**config.mk**
```make
export PLATFORM = sky130hd
export DESIGN_NAME = fp_addsub_seq
export DESIGN_NICKNAME = d
export VERILOG_FILES = /design/src/rtl/fp_addsub_seq.sv
export SDC_FILE = /design/constraint.sdc
export NUM_CORES = 1
export LEC_CHECK = 0
export CAP_MARGIN = 20
export CORE_ASPECT_RATIO = 2
export CORE_MARGIN = 2
export CORE_UTILIZATION = 50
export DETAILED_ROUTE_END_ITERATION = 8
export GPL_ROUTABILITY_DRIVEN = 1
export HOLD_SLACK_MARGIN = 0.08
export PLACE_DENSITY_LB_ADDON = 0.12
export SLEW_MARGIN = 20
export SYNTH_ARGS = -nofsm -noshare
export SYNTH_HDL_FRONTEND = slang
export SYNTH_SLANG_ARGS = --single-unit
```
**constraint.sdc**
```tcl
create_clock -name clk -period 5.65 [get_ports clk]
set_clock_uncertainty 0.2 [all_clocks]
set_input_delay 0.8475 -clock clk [delete_from_list [all_inputs] [get_ports clk]]
set_output_delay 0.8475 -clock clk [all_outputs]
set_load 0.005 [all_outputs]
```
**src/rtl/fp_addsub_seq.sv**
```systemverilog
// fp_addsub_seq: multi-cycle IEEE-754 single-precision add/subtract.
// Truncating (no rounding), denormal-aware, valid/ready on both sides.
module fp_addsub_seq #(
  parameter int unsigned BYPASS_SHIFT = 24
) (
  input  logic        clk,
  input  logic        rst_n,
  input  logic        in_valid,
  output logic        in_ready,
  input  logic        op_sub,
  input  logic [31:0] a,
  input  logic [31:0] b,
  output logic        out_valid,
  input  logic        out_ready,
  output logic [31:0] result,
  output logic        busy
);
  typedef enum logic [2:0] {IDLE, CHECK, ALIGN, ADD, NORM, DONE} state_t;

  localparam logic [7:0] BYPASS = 8'(BYPASS_SHIFT);

  state_t      state;
  logic [31:0] a_r, b_r;
  logic        sign_l, sign_s;
  logic [8:0]  exp_r;
  logic [24:0] mant_l, mant_s, m;
  logic [4:0]  shift_cnt;

  logic        a_nan, b_nan, a_inf, b_inf, a_zero, b_zero, a_larger;
  logic [31:0] l_op, s_op;
  logic [7:0]  l_exp, s_exp, diff;
  logic [24:0] l_mant, s_mant;
  logic        special_hit;
  logic [31:0] special_res;

  // Classify captured operands, order by magnitude and resolve special cases
  always_comb begin
    a_nan    = (a_r[30:23] == 8'hFF) && (a_r[22:0] != '0);
    b_nan    = (b_r[30:23] == 8'hFF) && (b_r[22:0] != '0);
    a_inf    = (a_r[30:23] == 8'hFF) && (a_r[22:0] == '0);
    b_inf    = (b_r[30:23] == 8'hFF) && (b_r[22:0] == '0);
    a_zero   = (a_r[30:0] == '0);
    b_zero   = (b_r[30:0] == '0);
    a_larger = (a_r[30:0] >= b_r[30:0]);
    l_op     = a_larger ? a_r : b_r;
    s_op     = a_larger ? b_r : a_r;
    l_exp    = (l_op[30:23] == 8'h00) ? 8'd1 : l_op[30:23];
    s_exp    = (s_op[30:23] == 8'h00) ? 8'd1 : s_op[30:23];
    diff     = l_exp - s_exp;
    l_mant   = {1'b0, (l_op[30:23] != 8'h00), l_op[22:0]};
    s_mant   = {1'b0, (s_op[30:23] != 8'h00), s_op[22:0]};

    special_hit = 1'b1;
    special_res = '0;
    if (a_nan)                special_res = a_r;
    else if (b_nan)           special_res = b_r;
    else if (a_inf && b_inf)  special_res = (a_r[31] == b_r[31]) ? a_r : 32'h7FC00000;
    else if (a_inf)           special_res = a_r;
    else if (b_inf)           special_res = b_r;
    else if (a_zero)          special_res = b_r;
    else if (b_zero)          special_res = a_r;
    else                      special_hit = 1'b0;
  end

  // Control FSM and datapath with registered handshake outputs
  always_ff @(posedge clk or negedge rst_n) begin
    if (!rst_n) begin
      state     <= IDLE;
      a_r       <= '0;
      b_r       <= '0;
      sign_l    <= 1'b0;
      sign_s    <= 1'b0;
      exp_r     <= '0;
      mant_l    <= '0;
      mant_s    <= '0;
      m         <= '0;
      shift_cnt <= '0;
      result    <= '0;
      in_ready  <= 1'b1;
      out_valid <= 1'b0;
      busy      <= 1'b0;
    end else begin
      case (state)
        IDLE: begin
          if (in_valid) begin
            a_r      <= a;
            b_r      <= {b[31] ^ op_sub, b[30:0]};
            in_ready <= 1'b0;
            busy     <= 1'b1;
            state    <= CHECK;
          end
        end
        CHECK: begin
          if (special_hit) begin
            result    <= special_res;
            out_valid <= 1'b1;
            state     <= DONE;
          end else if (diff >= BYPASS) begin
            result    <= l_op;
            out_valid <= 1'b1;
            state     <= DONE;
          end else begin
            sign_l    <= l_op[31];
            sign_s    <= s_op[31];
            exp_r     <= {1'b0, l_exp};
            mant_l    <= l_mant;
            mant_s    <= s_mant;
            shift_cnt <= diff[4:0];
            state     <= (diff != 8'd0) ? ALIGN : ADD;
          end
        end
        ALIGN: begin
          mant_s    <= mant_s >> 1;
          shift_cnt <= shift_cnt - 5'd1;
          if (shift_cnt == 5'd1) state <= ADD;
        end
        ADD: begin
          m     <= (sign_l == sign_s) ? (mant_l + mant_s) : (mant_l - mant_s);
          state <= NORM;
        end
        NORM: begin
          if (m == '0) begin
            result    <= '0;
            out_valid <= 1'b1;
            state     <= DONE;
          end else if (m[24]) begin
            m     <= m >> 1;
            exp_r <= exp_r + 9'd1;
            if (exp_r == 9'd254) begin
              result    <= {sign_l, 8'hFF, 23'h0};
              out_valid <= 1'b1;
              state     <= DONE;
            end
          end else if (!m[23] && (exp_r > 9'd1)) begin
            m     <= m << 1;
            exp_r <= exp_r - 9'd1;
          end else begin
            result    <= {sign_l, (m[23] ? exp_r[7:0] : 8'h00), m[22:0]};
            out_valid <= 1'b1;
            state     <= DONE;
          end
        end
        DONE: begin
          if (out_ready) begin
            out_valid <= 1'b0;
            in_ready  <= 1'b1;
            busy      <= 1'b0;
            state     <= IDLE;
          end
        end
        default: state <= IDLE;
      endcase
    end
  end
endmodule

```
Yosys cells after proc, flatten, opt, wreduce, memory -nomap -nowiden

Cells that the tools add are included.
W data, S select, Z words.

Bits in registers: 192
Output and inout bits: 35

$add $sub $neg: 6
Magnitude comparators: 3
Equality and inequality tests: 21
Mux-type cells: 68
Bitwise operators: 3
Reductions and logical operators: 35

Operators by type and width:

| kind                 | count |
|---|---|
| $mux W32             | 16 |
| $mux W25             | 6 |
| $pmux W25 S2         | 2 |
| $pmux W32 S2         | 1 |
| $logic_not A31 Y1    | 2 |
| $logic_not A23 Y1    | 2 |
| $reduce_bool A23 Y1  | 2 |
| $mux W9              | 5 |
| $ge A31 B31 Y1       | 1 |
| $mux W3              | 9 |
| $add A24 B25 Y25     | 1 |
| $logic_not A25 Y1    | 1 |
| $sub A24 B25 Y25     | 1 |
| $mux W8              | 3 |
| $reduce_bool A8 Y1   | 3 |
| $mux W1              | 18 |
| $pmux W3 S6          | 1 |
| $pmux W9 S2          | 1 |
| $eq A8 B8 Y1 const B | 2 |
| $logic_not A8 Y1     | 2 |
| $reduce_and A5 Y1    | 3 |
| $ne A2 B2 Y1 const B | 6 |
| $reduce_and A3 Y1    | 4 |
| $mux W5              | 2 |
| other kinds (26)     | 42 |

Longest topological paths before layout

Depth after elaboration: 10
Depth in mapped cells: 24
Depth with buffers taken out: 21

Worst setup path after synthesis

OpenSTA, ideal clock, no wires.

Kind: flip-flop to flip-flop
Start point: register a_r[21]
End point: register result[30]
Setup time: 0.130 ns
Data arrival time: 4.882 ns
Data required time: 5.320 ns
Setup slack: 0.438 ns
Cell stages (with the launch flop): 23
Buffers on the path: 3
Period minus slack after synthesis: 5.212 ns
Cell sequence: dfrtp_1 -> ha_1 -> a21oi_1 -> nand2_1 -> a221oi_1 -> a21oi_1 -> nor3_2 -> buf_2 -> buf_1 -> nand2_1 -> o211ai_1 -> ha_1 -> inv_1 -> fa_1 -> a21o_1 -> a21oi_1 -> xnor2_1 -> a21oi_1 -> o2111a_2 -> a2111oi_4 -> clkbuf_1 -> a21boi_1 -> a31oi_1

Cells in the longest elaborated chain, start to end: 9

Ends and longest elaborated chain:

| element                                                | RTL line | text |
|---|---|---|
| from (decl)                                            | 23       | `logic [31:0] a_r, b_r;` |
| from (signal assigned)                                 | 69       | `a_r <= '0;` |
| from (signal assigned)                                 | 86       | `a_r <= a;` |
| branches (longest 9 deep; another with $ge A31 B31 Y1) | -        |  |
| to (signal assigned)                                   | 95       | `result <= special_res;` |
| to (signal assigned)                                   | 99       | `result <= l_op;` |
| to (signal assigned)                                   | 130      | `result <= {sign_l, 8'hFF, 23'h0};` |
| to (decl)                                              | 15       | `output logic [31:0] result,` |

Parallel ways; which one is timed is not known. The select of a mux whose other input is x is not followed.
A chain may end at the register's enable or synchronous reset.

Worst setup path in the final report

Start point: register a_r[20]
End point: register result[4]

The elaborated chain is that of the path after synthesis.

==> flow_summary.ini <==
[final_layout]
syn_to_final_growth_pct = 17.5
antennaDiodeCount = 0
nFillCells = 2329
regArea_um2 = 4790
fin_nets = 1654
multiInputGateArea_um2 = 7340
final_layout_size_suffix_gt1_frac = 0.0970

[sta]
post-route-min-period_ns = 5.37
hold_ws_ns = 0.253
worst_slew_pin_slew_ns = 1.02
drv_slew = 0
tns_ns = 0
setup_slack_ns = 0.277
setup_violations = 0
maxClockFrequency_ghz = 0.186
finalCritPeriodShare = 0.951
final_hold_viol_count = 0
timing.slew.headroom = 0.316

[yosys]
synth_cell_types = 71
syn_nets = 1570
avgSynthCellArea_um2 = 8.82
ys.flop_type = dfrtp_1
synthCells = 1429
yosysSeqAreaShare = 0.379
syn-cell-area_um2 = 12600
synth-edff-count = 0
synth_seq_cells = 191
yosysWarningCount = 0
async_reset_ff_frac = 1.00

[setup_path]
crit_family = compound AO/OA/AOI/OAI gates
cp_num_buf_inv = 5
required_ns = 5.77
cp-start-kind = flip-flop
crit_fanout = 15
cp.arrival_ns = 5.49
worstSetupPathType = reg2reg
cp_slowest_cell = dfrtp_1
cp-end-kind = flip-flop
cpPeakStageDelay_ns = 0.47
crit_chain = ha_1 -> nand4_1 -> nor3_1 -> a22oi_2 -> a21oi_2 -> nor3_4 -> buf_6 -> mux2i_1 -> inv_1 -> ha_1 -> nor2b_1 -> o31a_1 -> o21ai_1 -> a21boi_0 -> o2111a_2 -> a2111oi_4 -> buf_4 -> buf_4 -> buf_6 -> nand2b_1 -> o211ai_1

[floorplanning]
die_h_um = 228
core_um2 = 24900
die_width_um = 116
num_io_pins = 104
num_rows = 82
start_util = 0.505
dieArea_um2 = 26600

[drt]
drc = 0
vias_per_cell = 6.08
ant_nets = 0
wl_per_cell_um = 19.7
drt_iter0_drc = 905
vias = 11314
first_pass_iters = 6
finalWirelength_mm = 36.7

[min_path]
hold_path_class = in2async

[clock_tree]
cts.clk_slew.worst_paths_ns = 0.07
htree_levels = 4
cts_sinks = 191
ctsLongestPathBuffers = 2
cts-buffers-inserted = 17
root_buffer = clkbuf_16
clk_latency_ns = 0.46
cts_tree = done

[status]
status = finished clean

[global_routing]
antenna_found_initial = 0
grt_pass1_vias = 10801
grt-ovfl-total = 0
grt_max_degree = 105
grt_pass1_wl_mm = 58.3
grt_use_total = 0.280

[placed_design]
place_ws_ns = 0.0814
hpwl_mm = 27.3
place_congestion = 0.920
io_buffers = 103

[job]
maxCapViolCount = 0
==> layer usage <==
layer | track usage | up-vias | part of all wire | wire (um)
met5 | 0 | - | 0 | 0
met1 | 0.366 | 5432 | 0.41 | 15200
met2 | 0.463 | 344 | 0.51 | 18600
li1 | - | 5446 | - | -
met3 | 0.0316 | 92 | 0.036 | 1340
met4 | 0.120 | 0 | 0.045 | 1650
==> area by class of cell <==
type | instances | area share
multi-input cells | 1102 | 0.496
flip-flops and latches | 191 | 0.324
repair buffers | 147 | 0.0987
clock buffers | 18 | 0.0297
well taps | 336 | 0.0284
inverters | 54 | 0.0137
clock inverters | 13 | 0.00981
==> worst paths after layout <==
kind	depth (start not counted)	slack, ns	from	to
max	21	0.28	a_r[20]	result[4]
min	1	0.25	rst_n	a_r[29]
max reg2reg	21	0.28	a_r[20]	result[4]
min reg2reg	2	0.29	mant_l[11]	mant_l[11]
max in group asynchronous	2	3.98	rst_n	result[7]
min in group clk	2	0.29	mant_l[11]	mant_l[11]
==> state kept, by name (all words and copies together) (netlist names) <==
name and count:
in_ready 1, exp_r 9, result 32, sign_s 1
out_valid 1, mant_s 24, m 25, shift_cnt 5
state 3, busy 1, sign_l 1, b_r 32
mant_l 24, a_r 32
==> synthesized netlist by cell type (9+ instances only) <==
cell type | n | area (um^2)
a211oi_1 | 11 | 82.6
a21o_1 | 13 | 97.6
a21oi_1 | 119 | 596
a221oi_1 | 9 | 78.8
a22oi_1 | 28 | 210
a31oi_1 | 13 | 81.3
buf_2 | 9 | 45.0
clkbuf_1 | 67 | 251
dfrtp_1 | 190 | 4750
ha_1 | 70 | 876
inv_1 | 54 | 203
mux2_2 | 39 | 439
mux2i_1 | 69 | 691
nand2_1 | 164 | 616
nand2b_1 | 23 | 144
nand3_1 | 45 | 225
nand4_1 | 22 | 138
nor2_1 | 61 | 229
nor3_1 | 27 | 135
nor4_1 | 23 | 144
o211ai_1 | 30 | 225
o21ai_0 | 138 | 691
o21ai_1 | 9 | 45.0
o22ai_1 | 27 | 169
xnor2_1 | 25 | 219
xor2_1 | 21 | 184
==> what timing repair did <==
item                                    4_1_cts  5_1_grt
buffers inserted                              0        5
gates resized for setup                       0       18
hold buffers                                  0        0
endpoints found under the setup margin        0       63
==> stage by stage <==
stage                      util  instance area, um^2  instances
after CTS                 0.587                14600       1852
after global placement    0.564                14100       1821
final                     0.594                14800       1861
after detailed placement  0.564                14100       1821
after global routing      0.594                14800       1861
after floorplan               -                12600       1429
==> cells in the final DEF, fill, tap and decap left out, drive strengths merged, types with 45 or more instances in the layout <==
master,Yosys,layout
clkdlybuf4s50,0,102
dfrtp,190,190
nand2,164,164
nand3,45,45
nor2,62,62
a21oi,119,119
inv,54,62
o21ai,147,147
mux2i,69,69
ha,70,70
==> kinds of logic (layout without fill, tap and decap cells) <==
logic type               after synthesis  in the layout  share of synthesized area
AO/OA/AOI/OAI                        456            456                      0.223
XOR/XNOR                              46             46                     0.0320
adder cells (fa/ha/maj)               72             72                     0.0727
buffers and inverters                136            232                     0.0417
flip-flops                           191            191                      0.379
multiplexers                         108            108                     0.0897
AND/OR/NAND/NOR                      420            420                      0.162
Power is not shown: default switching activity piles up to over one toggle a cycle in this logic, so the estimate is an artifact.
